[src/rtl/npu_layer_sequencer.sv]
// Layer/neuron control FSM sitting directly upstream of reg_cntr_cmprtr.
// For each layer it fetches the header (inputs, neurons) from BRAM, strobes
// initialization, preloads the counters and then walks the neurons:
// LOAD until inner_cycle_match, ACT for ACT_LATENCY cycles, NEXT_N.
// All control outputs are registered: each one is decoded from the next state.
// Optional feature: define NPU_SEQ_ABORT_EN to add the abort_i input.
module npu_layer_sequencer #(
  parameter int unsigned NPU_DATA_WIDTH = 16,
  parameter int unsigned ACT_LATENCY    = 3,
  parameter int unsigned HDR_BASE_ADDR  = 0
) (
  input  logic                      clk_i,
  input  logic                      reset_b_i,            // active-high async reset
`ifdef NPU_SEQ_ABORT_EN
  input  logic                      abort_i,
`endif
  input  logic                      start_i,
  input  logic [1:0]                cfg_mode_i,
  input  logic [NPU_DATA_WIDTH-1:0] num_layers_i,
  output logic [NPU_DATA_WIDTH-1:0] hdr_addr_o,
  output logic                      hdr_en_o,
  output logic                      initialization_o,
  output logic [1:0]                mode_o,
  output logic [1:0]                layer_postion_o,
  output logic [NPU_DATA_WIDTH-1:0] layer_number_o,
  output logic                      load_o,
  output logic                      first_preload_o,
  output logic                      inner_preload_o,
  output logic                      outter_clear_o,
  output logic                      activion_valid_o,
  input  logic                      inner_cycle_match_i,
  input  logic                      outer_cycle_match_i,
  output logic                      busy_o,
  output logic                      done_o
);

  localparam int unsigned DW   = NPU_DATA_WIDTH;
  localparam int unsigned CntW = (ACT_LATENCY > 1) ? $clog2(ACT_LATENCY) : 1;
  localparam logic [CntW-1:0] ActLast = CntW'(ACT_LATENCY - 1);

  typedef enum logic [3:0] {
    StIdle, StHdrRd, StHdrWait, StInit, StPreload, StLoad, StAct, StNextN, StNextL, StDone
  } state_e;

  state_e          state_q, state_d;
  logic [DW-1:0]   layer_q, layer_d;
  logic [DW-1:0]   num_q, num_d;
  logic [1:0]      mode_q, mode_d;
  logic [CntW-1:0] cnt_q, cnt_d;
  logic [DW-1:0]   hdr_addr_q, hdr_addr_d;
  logic [1:0]      pos_q, pos_d;
  logic            hdr_en_q, hdr_en_d;
  logic            init_q, init_d;
  logic            load_q, load_d;
  logic            first_pre_q, first_pre_d;
  logic            inner_pre_q, inner_pre_d;
  logic            oclear_q, oclear_d;
  logic            act_q, act_d;
  logic            busy_q, busy_d;
  logic            done_q, done_d;
  logic            abort_hit;

  // Next-state, latched configuration and registered-output decode
  always_comb begin
    state_d    = state_q;
    layer_d    = layer_q;
    num_d      = num_q;
    mode_d     = mode_q;
    cnt_d      = cnt_q;
`ifdef NPU_SEQ_ABORT_EN
    abort_hit  = abort_i && (state_q != StIdle);
`else
    abort_hit  = 1'b0;
`endif

    unique case (state_q)
      StIdle: begin
        if (start_i) begin
          mode_d  = cfg_mode_i;
          num_d   = num_layers_i;
          layer_d = '0;
          state_d = (num_layers_i == '0) ? StDone : StHdrRd;
        end
      end
      StHdrRd:   state_d = StHdrWait;
      StHdrWait: state_d = StInit;
      StInit:    state_d = StPreload;
      StPreload: state_d = StLoad;
      StLoad: begin
        if (inner_cycle_match_i) begin
          state_d = StAct;
          cnt_d   = '0;
        end
      end
      StAct: begin
        if (cnt_q == ActLast) state_d = StNextN;
        else                  cnt_d   = cnt_q + 1'b1;
      end
      // Outer match is sampled before the outer counter advances
      StNextN:   state_d = outer_cycle_match_i ? StNextL : StLoad;
      StNextL: begin
        layer_d = layer_q + 1'b1;
        state_d = (layer_d == num_q) ? StDone : StHdrRd;
      end
      StDone: begin
        state_d = StIdle;
        layer_d = '0;
      end
      default:   state_d = StIdle;
    endcase

    if (abort_hit) begin
      state_d = StIdle;
      layer_d = '0;
      cnt_d   = '0;
    end

    hdr_en_d    = (state_d == StHdrRd);
    hdr_addr_d  = (state_d == StHdrRd) ? DW'(HDR_BASE_ADDR) + layer_d : hdr_addr_q;
    init_d      = (state_d == StInit);
    load_d      = (state_d == StLoad);
    first_pre_d = (state_d == StPreload);
    // Preloading in NEXT_N on the last neuron is harmless: the next layer's
    // PRELOAD reloads the inner counter before it is used again.
    inner_pre_d = (state_d == StPreload) || (state_d == StNextN);
    oclear_d    = (state_d == StPreload) || abort_hit;
    act_d       = (state_d == StAct) && (cnt_d == ActLast);
    busy_d      = (state_d != StIdle);
    done_d      = (state_d == StDone);

    // Last layer wins over first so a single-layer network reports 11
    if ((state_d == StIdle) || (state_d == StDone)) pos_d = 2'b00;
    else if (layer_d == num_d - 1'b1)               pos_d = 2'b11;
    else if (layer_d == '0)                         pos_d = 2'b00;
    else                                            pos_d = 2'b10;
  end

  // State, configuration and output registers
  always_ff @(posedge clk_i or posedge reset_b_i) begin
    if (reset_b_i) begin
      state_q     <= StIdle;
      layer_q     <= '0;
      num_q       <= '0;
      mode_q      <= '0;
      cnt_q       <= '0;
      hdr_addr_q  <= '0;
      pos_q       <= '0;
      hdr_en_q    <= 1'b0;
      init_q      <= 1'b0;
      load_q      <= 1'b0;
      first_pre_q <= 1'b0;
      inner_pre_q <= 1'b0;
      oclear_q    <= 1'b0;
      act_q       <= 1'b0;
      busy_q      <= 1'b0;
      done_q      <= 1'b0;
    end else begin
      state_q     <= state_d;
      layer_q     <= layer_d;
      num_q       <= num_d;
      mode_q      <= mode_d;
      cnt_q       <= cnt_d;
      hdr_addr_q  <= hdr_addr_d;
      pos_q       <= pos_d;
      hdr_en_q    <= hdr_en_d;
      init_q      <= init_d;
      load_q      <= load_d;
      first_pre_q <= first_pre_d;
      inner_pre_q <= inner_pre_d;
      oclear_q    <= oclear_d;
      act_q       <= act_d;
      busy_q      <= busy_d;
      done_q      <= done_d;
    end
  end

  assign hdr_addr_o       = hdr_addr_q;
  assign hdr_en_o         = hdr_en_q;
  assign initialization_o = init_q;
  assign mode_o           = mode_q;
  assign layer_postion_o  = pos_q;
  assign layer_number_o   = layer_q;
  assign load_o           = load_q;
  assign first_preload_o  = first_pre_q;
  assign inner_preload_o  = inner_pre_q;
  assign outter_clear_o   = oclear_q;
  assign activion_valid_o = act_q;
  assign busy_o           = busy_q;
  assign done_o           = done_q;

endmodule

[config.mk]
export PLATFORM = sky130hd
export DESIGN_NAME = npu_layer_sequencer
export DESIGN_NICKNAME = d
export VERILOG_FILES = /design/src/rtl/npu_layer_sequencer.sv
export SDC_FILE = /design/constraint.sdc
export NUM_CORES = 1
export LEC_CHECK = 0
export BUFFER_PORTS_ARGS = -buffer_cell sky130_fd_sc_hd__buf_2
export CORE_MARGIN = 5
export CORE_UTILIZATION = 50
export DETAILED_ROUTE_END_ITERATION = 10
export GPL_ROUTABILITY_DRIVEN = 0
export GPL_TIMING_DRIVEN = 0
export PLACE_DENSITY = 0.72
export SLEW_MARGIN = 20
export SYNTH_ARGS = -nofsm -noshare
export SYNTH_HDL_FRONTEND = slang
export SYNTH_SLANG_ARGS = --single-unit
[constraint.sdc]
create_clock -name clk_i -period 5.4 [get_ports clk_i]
set_input_delay 0.81 -clock clk_i [delete_from_list [all_inputs] [get_ports clk_i]]
set_output_delay 0.81 -clock clk_i [all_outputs]
set_load 0.02 [all_outputs]
## Word level (Yosys, flattened, before mapping)

Cells that the tools add are included.

| cells by class | value |
|---|---|
| bitwise logic cells | 0 |
| reduce and logical (&&, ||, !) cells | 9 |
| muxes and demuxes | 17 |
| $add $sub $neg | 3 |
| divide/modulo/power cells | 0 |
| multipliers | 0 |
| equal/unequal tests | 20 |
| $lt $le $gt $ge | 0 |
| shifts and indexed selects | 0 |

Operator list:

| operator | number |
|---|---|
| 2-to-1 mux 16 bit | 3 |
| case mux 16 bit (3 select lines) | 1 |
| case mux 4 bit (9 select lines) | 1 |
| equality test 16 bit | 2 |
| equality test 4 x 3 -> 1 bit, second input constant | 8 |
| logical NOT 16 bit | 2 |
| 2-to-1 mux 4 bit | 6 |
| adder 16 x 1 -> 16 bit, second input constant | 1 |
| subtractor 16 x 1 -> 16 bit, second input constant | 1 |
| equality test 4 x 2 -> 1 bit, second input constant | 3 |
| equality test 4 bit, second input constant | 3 |
| 2-to-1 mux 2 bit | 5 |
| equality test 4 x 1 -> 1 bit, second input constant | 2 |
| logical NOT 4 bit | 2 |
| equality test 2 bit, second input constant | 2 |
| case mux 2 bit (2 select lines) | 1 |
| nonzero test 4 bit | 1 |
| adder 2 x 1 -> 2 bit, second input constant | 1 |
| logical OR 1 bit | 2 |
| AND reduction 2 bit | 1 |
| logical AND 1 bit | 1 |

| word-level totals | value |
|---|---|
| bits in registers | 66 |
| memories kept | 0 |
| memory bits (writable) | 0 |
| latch bits | 0 |
| ROM bits | 0 |
| input port bits | 23 |
| output and inout port bits | 45 |
| word-level logic and storage cells | 64 |

## Longest topological paths before layout

Gate-level depths: netlist (run 1).

| logic depth | value |
|---|---|
| depth in word-level cells | 7 |
| depth in mapped cells | 14 |
| mapped depth without buffers | 12 |

## Least setup slack after synthesis (run 1)

No wires, ideal clock.

| timing | value |
|---|---|
| path type | input port to flip-flop |
| start point | in start_i |
| end point | reg pos_q[1], in the netlist layer_postion_o[1] |
| arrival | 3521 ps |
| stages | 14 |
| setup time | 92 ps |
| required time | 5308 ps |
| path buffers | 2 |
| setup slack | 1788 ps |
| cells stage by stage | nand2b_1 -> nor2_4 -> buf_4 -> buf_2 -> mux2i_1 -> ha_1 -> nand2b_1 -> a2111o_1 -> and2_4 -> o21ai_0 -> a21oi_1 -> nand4bb_1 -> nand4b_1 -> o31ai_2 |

| on the way | value |
|---|---|
| word-level cells in the longest chain between the ends | 6 |
| elaborated cells between the ends (all ways) | 15 |
| classes of those cells | 1 x add/sub; 2 x eq/ne; 9 x mux; 3 x reduce/logical |

RTL lines:

| item | line | text |
|---|---|---|
| start, declared | 17 | `input logic start_i,` |
| 2-to-1 mux 16 bit | 78 | `if (start_i) begin` |
| 2-to-1 mux 16 bit / case mux 16 bit (3 select lines) (equally long branches) | 76 | `unique case (state_q)` |
| subtractor 16 x 1 -> 16 bit / logical NOT 16 bit (equally long branches) | 133, 134 |  |
| equality test 16 bit / 2-to-1 mux 2 bit (equally long branches) | 133, 134 |  |
| 2-to-1 mux 2 bit | 133 | `else if (layer_d == num_d - 1'b1) pos_d = 2'b11;` |
| 2-to-1 mux 2 bit * | 132 | `if ((state_d == StIdle) \|\| (state_d == StDone)) pos_d = 2'b00;` |
| via pos_d[1] | 51 | `logic [1:0] pos_q, pos_d;` |
| end signal, assigned | 164 | `pos_q <= pos_d;` |
| end, declared | 51 |  |

The timed path passes the listed nets; every way through them passes the cells marked *.
A chain may end at the register's enable or synchronous reset.

## Worst setup path after layout (run 1)

| timing | value |
|---|---|
| start point | reg state_q[1] |
| end point | reg pos_q[1], in the netlist layer_postion_o[1] |

| on the way | value |
|---|---|
| word-level cells in the longest chain between the ends | 6 |
| elaborated cells between the ends (all ways) | 25 |
| classes of those cells | 1 x add/sub; 11 x eq/ne; 9 x mux; 4 x reduce/logical |

RTL lines:

| item | line | text |
|---|---|---|
| start, declared | 45 | `state_e state_q, state_d;` |
| start signal, assigned | 141 | `state_q <= StIdle;` |
| start signal, assigned | 158 | `state_q <= state_d;` |
| logical NOT 4 bit / equality test 4 bit (equally long branches) | 76 |  |
| 2-to-1 mux 16 bit / case mux 16 bit (3 select lines) (equally long branches) | 76 |  |
| subtractor 16 x 1 -> 16 bit / logical NOT 16 bit (equally long branches) | 133, 134 |  |
| equality test 16 bit / 2-to-1 mux 2 bit (equally long branches) | 133, 134 |  |
| 2-to-1 mux 2 bit | 133 |  |
| 2-to-1 mux 2 bit * | 132 |  |
| via pos_d[1] | 51 |  |

Marks and branches as above.

==> results of run 1 <==
final timing paths:
| kind | to | cells after the start | start | slack (ps) |
|---|---|---|---|---|
| worst max-delay path | layer_postion_o[1]$_DFF_PP0_ | 14 | state_q[1]$_DFF_PP0_ | 1210 |
| max in group asynchronous | layer_number_o[9]$_DFF_PP0_ | 3 | reset_b_i | 4420 |
| worst min register to register | mode_o[1]$_DFFE_PP0P_ | 2 | mode_o[1]$_DFFE_PP0P_ | 480 |
| worst min-delay path | cnt_q[0]$_DFF_PP0_ | 2 | reset_b_i | 460 |
| min in group clk_i | mode_o[1]$_DFFE_PP0P_ | 2 | mode_o[1]$_DFFE_PP0P_ | 480 |
| worst max register to register | layer_postion_o[1]$_DFF_PP0_ | 14 | state_q[1]$_DFF_PP0_ | 1210 |
placed cells by master (no fill, tap or decap), types with 5 or more instances in the layout:
master	count
buf_2	78
dfrtp_1	66
nand2_1	57
xnor2_1	32
o21ai_0	28
inv_1	19
nor3_1	18
nand3_1	16
xor2_1	15
a21oi_1	14
nor2_1	13
nand4_1	13
clkbuf_1	11
nor4_1	11
clkbuf_8	11
mux2_2	10
nand2b_1	8
mux2i_1	8
or3_1	8
and3_1	6
nor2b_1	6
nor3b_1	6
and2_1	5
routing by layer:
| metal | vias to the layer above | wire, microns |
|---|---|---|
| met5 | - | 0 |
| met2 | 173 | 6000 |
| met1 | 1948 | 5230 |
| met4 | 0 | 325 |
| met3 | 32 | 739 |
| li1 | 1908 | - |
logic make-up (layout without fill, tap and decap cells):
group           count (synthesis)  after routing  synth area share [%]
buf+inv                        50            132                  5.28
fa+ha+maj                       4              4                  1.12
mux                            19             19                  4.58
simple gates                  201            201                  26.3
compound gates                 95             95                  15.9
flops                          66             66                  37.1
xor+xnor                       48             48                  9.75
final cells by class:
type,count,share of cell area (%)
multi-input combinational,367,50.0
sequential,66,32.1
timing repair buffer,68,6.92
buffer,30,3.12
clock buffer,11,2.95
tap,108,2.63
inverter,20,1.51
clock inverter,3,0.779
sequential cells by signal, summed over array words and instances, names as in the netlist:
name              flops
hdr_en_o              1
load_o                1
mode_o                2
initialization_o      1
hdr_addr_o           16
num_q                16
layer_postion_o       2
state_q               4
inner_preload_o       1
done_o                1
busy_o                1
cnt_q                 2
activion_valid_o      1
layer_number_o       16
outter_clear_o        1
stage by stage:
step                setup slack [ps]  util (%)  cells  area (sq um)
floorplan                       1790         -    483          4450
global placement                1080      56.5    658          4920
detailed placement              1010      56.7    659          4950
CTS                             1250      58.9    673          5140
global route                     976      58.9    673          5140
finish                          1210      58.9    673          5140
where the power goes:
| group | total, mW | internal, mW | switching (mW) |
|---|---|---|---|
| logic | 1.52 | 0.624 | 0.896 |
| clock network | 0.427 | 0.232 | 0.195 |
| registers | 0.817 | 0.657 | 0.160 |
==> results.sh, run 1 <==
export IMPL_io_buffer_count=67
export IMPL_power_leakage_nw=2.39
export IMPL_fill_cells=773
export IMPL_slowest_stage="or3_4"
export IMPL_start_kind="flop"
export IMPL_area_growth_pct=15.4
export IMPL_rows=34
export IMPL_busiest_layer="met2"
export IMPL_drive_above_1_share_pct=24.2
export IMPL_die_area_sq_mm=0.0109
export IMPL_critPathCaptureType="flop"
export IMPL_timing_fmax_mhz=239
export IMPL_synth_common_cells="66 x dfrtp_1, 57 x nand2_1, 32 x xnor2_1, 28 x o21ai_0, 20 x inv_1"
export IMPL_grt_overflow=0
export IMPL_regArea_sq_mm=0.00165
export IMPL_rsz0062_at_grt="no"
export IMPL_dpl_hpwl_microns=9260
export IMPL_worst_path_buf_inv=2
export IMPL_wirelength_microns=12300
export IMPL_path_clk_slew_ps=80
export IMPL_wl_per_cell_microns=18.3
export IMPL_ys_types=79
export IMPL_max_stage_delay_ps=450
export IMPL_ys_top_cells_by_area="dfrtp_1 37%, xnor2_1 6.3%, nand2_1 4.8%"
export IMPL_grt_max_degree=35
export IMPL_worst_ep_required_time_ps=5660
export IMPL_worstMarginPinSlew_ps=929
export IMPL_use_met2_pct=37.7
export IMPL_tritoncts="done"
export IMPL_grt_pass1_vias=4012
export IMPL_synth_cells=483
export IMPL_power_density_mw_per_mm2=538
export IMPL_yosys_warnings=0
export IMPL_drtIter0Drc=274
export IMPL_syn_avg_cell_area_sq_um=9.22
export IMPL_ios=68
export IMPL_async_reset_ff_share_pct=100
export IMPL_die_y_microns=104
export IMPL_start_util_pct=51.1
export IMPL_setup_viol=0
export IMPL_finalHoldViolations=0
export IMPL_synth_seq_cells=66
export IMPL_synth_most_common_cell="dfrtp_1"
export IMPL_antenna_found_initial=0
export IMPL_path_class="reg2reg"
export IMPL_drv_slew=0
export IMPL_htreeDepth=3
export IMPL_use_met1_pct=29.1
export IMPL_syn_nets=510
export IMPL_grtUsageMet3_pct=4.90
export IMPL_worstHoldPathType="in2async"
export IMPL_synth_seq_area_share_pct=37.1
export IMPL_synth_top_area_share_pct=37.1
export IMPL_cts_buffer_depth=2
export IMPL_cts_sinks=66
export IMPL_synth_edf_count=0
export IMPL_path_cells="or3_4 > nor2_4 > buf_4 > buf_2 > mux2i_1 > ha_1 > nor3b_1 > xnor2_1 > mux2i_1 > xnor2_1 > nand4_1 > nor4_2 > or3b_1 > o31ai_2"
export IMPL_outcome="finished, final reports clean"
export IMPL_grt_total_usage_pct=22.7
export IMPL_cts_hold_buffers=0
export IMPL_viasPerCell=6.03
export IMPL_drc=0
export IMPL_insertion_delay_ps=350
export IMPL_cts_resized=0
export IMPL_dr_pass1_iters=7
export IMPL_multi_input_area_sq_mm=0.00257
export IMPL_num_antenna_cells=0
export IMPL_crit_fanout=10
export IMPL_via_count=4061
export IMPL_layout_nets=589
export IMPL_dieWidth_microns=104
export IMPL_finalPower_mw=2.76
export IMPL_peakVddDrop_uv=252
export IMPL_synth_top_area_cell="dfrtp_1"
export IMPL_tns_ps=0
export IMPL_timing_hold_ws_ps=464
export IMPL_fin_crit_ps=4190
export IMPL_core_region_area_sq_mm=0.00872
export IMPL_synthFlopType="dfrtp_1"
export IMPL_syn_area_sq_mm=0.00445
export IMPL_slew_headroom_pct=37.9
export IMPL_antenna_left=0
export IMPL_cts_root_buf="clkbuf_8"
export IMPL_grt_pass1_wl_microns=20100
export IMPL_crit_family="simple AND/OR/NAND/NOR gates"
export IMPL_finClkSkew_ps=8.70
export IMPL_cp_arrival_ps=4450
export IMPL_post_cts_repair_setup_buffers=0
export IMPL_cts_made_buffers=9
export IMPL_timing_final_crit_share_pct=77.6
export IMPL_cap_violations=0
No activity file was read; power rests on OpenSTA's default activity.
==> run 2: changes to the inputs <==
==> constraint.sdc (replaced) <==
create_clock -name clk_i -period 4 [get_ports clk_i]
set_input_delay 0.6 -clock clk_i [delete_from_list [all_inputs] [get_ports clk_i]]
set_output_delay 0.6 -clock clk_i [all_outputs]
set_load 0.02 [all_outputs]
==> results.sh, run 2 (synthesis gave the netlist of run 1 again) <==
export IMPL_htreeDepth=3
export IMPL_tns_ps=0
export IMPL_drv_slew=0
export IMPL_finalHoldViolations=0
export IMPL_cts_buffer_depth=2
export IMPL_worst_path_buf_inv=2
export IMPL_wirelength_microns=12400
export IMPL_fill_cells=766
export IMPL_cts_root_buf="clkbuf_8"
export IMPL_fin_crit_ps=3740
export IMPL_comb_power_share_pct=55.8
export IMPL_num_antenna_cells=0
export IMPL_cts_made_buffers=9
export IMPL_drtIter0Drc=300
export IMPL_outcome="finished, final reports clean"
export IMPL_r2r_end="layer_postion_o[1]$_DFF_PP0_"
export IMPL_crit_path_start="state_q[1]$_DFF_PP0_"
export IMPL_start_kind="flop"
export IMPL_start_util_pct=51.1
export IMPL_r2r_cells=14
export IMPL_die_y_microns=104
export IMPL_viasPerCell=6.00
export IMPL_antenna_found_initial=0
export IMPL_dr_pass1_iters=4
export IMPL_critPathCaptureType="flop"
export IMPL_layout_nets=594
export IMPL_dieWidth_microns=104
export IMPL_antenna_left=0
export IMPL_crit_family="simple AND/OR/NAND/NOR gates"
export IMPL_worstReg2RegStart="state_q[1]$_DFF_PP0_"
export IMPL_internal_power_mw=2.09
export IMPL_worstHoldPathType="in2async"
export IMPL_timing_fmax_mhz=268
export IMPL_via_count=4070
export IMPL_cpMostUsedCell="buf_6"
export IMPL_power_leakage_nw=2.43
export IMPL_power_density_mw_per_mm2=730
export IMPL_utilization_pct=59.9
export IMPL_cap_violations=0
export IMPL_worstSetupPathDepth=14
export IMPL_core_region_area_sq_mm=0.00872
export IMPL_rsz0062_at_grt="no"
export IMPL_peakVddDrop_uv=340
export IMPL_final_cell_mix="77 x buf_2, 66 x dfrtp_1, 57 x nand2_1"
export IMPL_finClkSkew_ps=10.0
export IMPL_cts_sinks=66
export IMPL_drive_above_1_share_pct=25.4
export IMPL_tritoncts="done"
export IMPL_slew_headroom_pct=36.1
export IMPL_cp_arrival_ps=4000
export IMPL_ios=68
export IMPL_p_seq_share_pct=29.0
export IMPL_grt_pass1_vias=4012
export IMPL_p_sw_mw=1.72
export IMPL_timing_final_crit_share_pct=93.4
export IMPL_max_stage_delay_ps=450
export IMPL_endpoint="layer_postion_o[1]$_DFF_PP0_"
export IMPL_setup_viol=0
export IMPL_crit_fanout=10
export IMPL_slowest_stage="or3_4"
export IMPL_insertion_delay_ps=350
export IMPL_area_growth_pct=17.3
export IMPL_io_buffer_count=67
export IMPL_grt_overflow=0
export IMPL_grt_total_usage_pct=22.7
export IMPL_path_cells="or3_4 > nor2_4 > buf_6 > buf_6 > mux2i_4 > ha_4 > nand2b_1 > or3_1 > nand3_1 > o21ai_0 > xnor2_1 > nor4_4 > or3b_1 > o31ai_2"
export IMPL_path_clk_slew_ps=80
export IMPL_cts_hold_buffers=0
export IMPL_r2r_slack_ps=260
export IMPL_clkPwrFrac_pct=15.2
export IMPL_rows=34
export IMPL_grt_pass1_wl_microns=20100
export IMPL_drc=0
export IMPL_worst_ep_required_time_ps=4260
export IMPL_wl_per_cell_microns=18.4
export IMPL_worstMarginPinSlew_ps=955
export IMPL_switching_share_pct=45.2
export IMPL_grt_max_degree=35
export IMPL_die_area_sq_mm=0.0109
export IMPL_path_class="reg2reg"
export IMPL_final_common_cell="buf_2"
export IMPL_dpl_hpwl_microns=9260
## run 2: power groups by stage
stage | Clock, mW | Combinational (mW) | Sequential [mW]
global route | 0.619 | 2.32 | 1.14
CTS | 0.585 | 2.07 | 1.10
floorplan | 0 | 1.41 | 1.20
finish | 0.579 | 2.13 | 1.10
detailed placement | 0 | 2.03 | 1.11
global placement | 0 | 1.97 | 1.10
## run 2: worst min path at each step
stage / startpoint / to / cells past startpoint
2_1_floorplan: num_q[15]$_DFF_PP0_ / num_q[15]$_DFF_PP0_ / 2
3_3_place_gp: mode_o[1]$_DFFE_PP0P_ / mode_o[1]$_DFFE_PP0P_ / 2
3_5_place_dp: hdr_addr_o[1]$_DFFE_PP0P_ / hdr_addr_o[1]$_DFFE_PP0P_ / 2
4_1_cts: reset_b_i / num_q[5]$_DFF_PP0_ / 2
5_1_grt: reset_b_i / num_q[5]$_DFF_PP0_ / 2
6_report: reset_b_i / cnt_q[0]$_DFF_PP0_ / 2
## run 2: final cells by class
cell class	instances	area, sq um	area share, %
Multi-Input combinational cell	367	2610	49.9
Sequential cell	66	1650	31.6
Timing Repair Buffer	73	393	7.52
Buffer	30	170	3.26
Clock buffer	11	151	2.90
Tap cell	108	135	2.59
Inverter	20	77.6	1.49
Clock inverter	3	40.0	0.766
## run 2: per-stage QoR
| step | setup slack (ps) | cells | total power, mW | cell area (sq um) | hold slack [ps] |
|---|---|---|---|---|---|
| floorplan | 536 | 483 | 2.61 | 4450 | 503 |
| global placement | -108 | 658 | 3.06 | 4920 | 459 |
| detailed placement | -182 | 659 | 3.14 | 4950 | 471 |
| CTS | 0.161 | 673 | 3.75 | 5150 | 269 |
| global route | 6.88 | 678 | 4.08 | 5220 | 289 |
| finish | 263 | 678 | 3.81 | 5220 | 252 |
## run 2: layer usage
metal	track usage (%)	vias up	share of wire, %
met5	0	-	0
met4	7.77	0	2.7
met3	4.90	30	6.7
met2	37.7	170	49
met1	29.1	1951	42
li1	-	1919	-
## run 2: repair_timing
action / in CTS / in global routing
setup endpoints to repair: 2 / 2
pin swaps: 0 / 2
cloned: 0 / 0
setup buffers: 0 / 5
resized for setup: 3 / 7
==> run 3: changes to the inputs <==
--- a/config.mk
+++ b/config.mk
@@ -7,11 +7,10 @@
 export LEC_CHECK = 0
 export BUFFER_PORTS_ARGS = -buffer_cell sky130_fd_sc_hd__buf_2
 export CORE_MARGIN = 5
-export CORE_UTILIZATION = 50
+export CORE_UTILIZATION = 40
 export DETAILED_ROUTE_END_ITERATION = 10
 export GPL_ROUTABILITY_DRIVEN = 0
 export GPL_TIMING_DRIVEN = 0
-export PLACE_DENSITY = 0.72
 export SLEW_MARGIN = 20
 export SYNTH_ARGS = -nofsm -noshare
 export SYNTH_HDL_FRONTEND = slang
==> results.sh, run 3 (synthesis gave the netlist of run 1 again) <==
export IMPL_fin_crit_ps=3750
export IMPL_setup_slack_ps=247
export IMPL_wl_met2_microns=5930
export IMPL_r2r_slack_ps=250
export IMPL_via_count=3964
export IMPL_viasPerCell=5.60
export IMPL_r2r_end="layer_postion_o[1]$_DFF_PP0_"
export IMPL_cts_buffer_depth=2
export IMPL_grt_total_usage_pct=19.4
export IMPL_layout_cells_non_filler=708
export IMPL_drc=0
export IMPL_path_cells="or3_4 > nor2_4 > buf_6 > buf_6 > mux2i_4 > ha_2 > buf_4 > nor3b_1 > nand4_1 > a22oi_1 > xnor2_1 > xor2_1 > nand4bb_1 > nand4b_1 > o31ai_2"
export IMPL_rows=38
export IMPL_slowest_stage="or3_4"
export IMPL_grt_overflow=0
export IMPL_worstHoldPathType="in2async"
export IMPL_dpl_cell_area_sq_mm=0.00499
export IMPL_io_buffer_count=67
export IMPL_area_growth_pct=18.4
export IMPL_layout_nets=590
export IMPL_drv_slew=0
export IMPL_cts_sinks=66
export IMPL_core_region_area_sq_mm=0.0109
export IMPL_dr_pass1_iters=4
export IMPL_crit_path_start="state_q[1]$_DFF_PP0_"
export IMPL_timing_final_crit_share_pct=93.8
export IMPL_cpMostUsedCell="buf_6"
export IMPL_htreeDepth=3
export IMPL_worstMarginPinSlew_ps=975
export IMPL_start_kind="flop"
export IMPL_tritoncts="done"
export IMPL_final_cell_area_sq_mm=0.00528
export IMPL_finalHoldViolations=0
export IMPL_antenna_left=0
export IMPL_path_clk_slew_ps=80
export IMPL_finClkSkew_ps=13.7
export IMPL_fill_cells=1048
export IMPL_start_util_pct=40.9
export IMPL_endpoint="layer_postion_o[1]$_DFF_PP0_"
export IMPL_tns_ps=0
export IMPL_grt_pass1_vias=3869
export IMPL_max_stage_delay_ps=450
export IMPL_rsz0062_at_grt="no"
export IMPL_cts_root_buf="clkbuf_8"
export IMPL_wirelength_microns=12400
export IMPL_power_leakage_nw=2.43
export IMPL_cp_arrival_ps=4030
export IMPL_ios=68
export IMPL_cts_made_buffers=9
export IMPL_worst_ep_required_time_ps=4270
export IMPL_critPathCaptureType="flop"
export IMPL_wl_per_cell_microns=17.5
export IMPL_routed_wl_met3_microns=635
export IMPL_timing_fmax_mhz=266
export IMPL_insertion_delay_ps=360
export IMPL_grt_pass1_wl_microns=20200
export IMPL_final_common_cell="buf_2"
export IMPL_placed_cells=691
export IMPL_path_class="reg2reg"
export IMPL_topRoutingLayerUsed="met4"
export IMPL_cap_violations=0
export IMPL_final_cell_mix="77 x buf_2, 66 x dfrtp_1, 57 x nand2_1"
export IMPL_antenna_found_initial=0
export IMPL_drtIter0Drc=240
export IMPL_grt_max_degree=36
export IMPL_power_density_mw_per_mm2=734
export IMPL_num_antenna_cells=0
export IMPL_outcome="finished, final reports clean"
export IMPL_dpl_hpwl_microns=9560
export IMPL_crit_fanout=10
export IMPL_post_place_ws_ps=-202
export IMPL_dieWidth_microns=116
export IMPL_die_y_microns=116
export IMPL_drt_met1_wl_microns=5580
export IMPL_die_area_sq_mm=0.0133
export IMPL_setup_viol=0
export IMPL_slew_headroom_pct=34.8
export IMPL_r2r_cells=15
export IMPL_peakVddDrop_uv=255
export IMPL_worstReg2RegStart="state_q[1]$_DFF_PP0_"
export IMPL_drive_above_1_share_pct=25.2
-- run 3: cell count changes in the layout (fill, tap and decap cells not counted), moves of 2 or more --
| cell | delta |
|---|---|
| buf_4 | -4 |
| bufinv_16 | +2 |
| clkbuf_8 | -2 |
| clkinv_4 | +2 |
-- run 3: through the flow --
stage          util (%)  hold slack, ps  power (mW)
2_1_floorplan         -             503        2.61
3_3_place_gp       45.6             467        3.09
3_5_place_dp       45.8             458        3.13
4_1_cts            48.1             232        3.87
5_1_grt            48.4             252        4.17
6_report           48.4             233        3.87
-- run 3: final cells by class --
cell class	count	area, sq um	share of cell area (%)
plain buffers	30	170	3.23
clock buffers	9	124	2.35
clock inverters	7	118	2.23
inverters	20	77.6	1.47
multi-input cells	367	2600	49.2
flip-flops and latches	66	1650	31.3
well taps	140	175	3.32
repair buffers	69	363	6.88
-- run 3: where the power goes --
part	internal, mW	switching, mW	leakage (nW)
Combinational	0.865	1.21	1.44
Clock	0.414	0.287	0.123
Sequential	0.887	0.213	0.862
Total	2.17	1.71	2.43
-- run 3: critical path, delay by kind of cell, from the launching register on --
family	cells	cell delay, ps
simple gates	6	1350
buf+inv	3	500
xor+xnor	2	380
fa+ha+maj	1	240
compound gates	2	510
flops	1	430
mux	1	240
-- run 3: metal layers --
layer	vias to the layer above	GRT usage, %
met5	-	0
met4	0	6.81
met1	1924	26.4
met2	104	31.3
li1	1918	-
met3	18	3.60
-- run 3: worst min path at each step --
stage,startpoint,to,slack [ps],cells past startpoint
2_1_floorplan,num_q[15]$_DFF_PP0_,num_q[15]$_DFF_PP0_,500,2
3_3_place_gp,hdr_addr_o[10]$_DFFE_PP0P_,hdr_addr_o[10]$_DFFE_PP0P_,470,2
3_5_place_dp,mode_o[0]$_DFFE_PP0P_,mode_o[0]$_DFFE_PP0P_,460,2
4_1_cts,reset_b_i,mode_o[1]$_DFFE_PP0P_,230,2
5_1_grt,reset_b_i,num_q[2]$_DFF_PP0_,250,2
6_report,reset_b_i,mode_o[1]$_DFFE_PP0P_,230,2
-- run 3: timing repair --
action,in CTS,in global routing
pin swaps,0,1
endpoints found under the setup margin,2,2
gates resized for setup,3,6
endpoints found under the hold margin,0,0
setup buffers,0,1
hold buffers,0,0
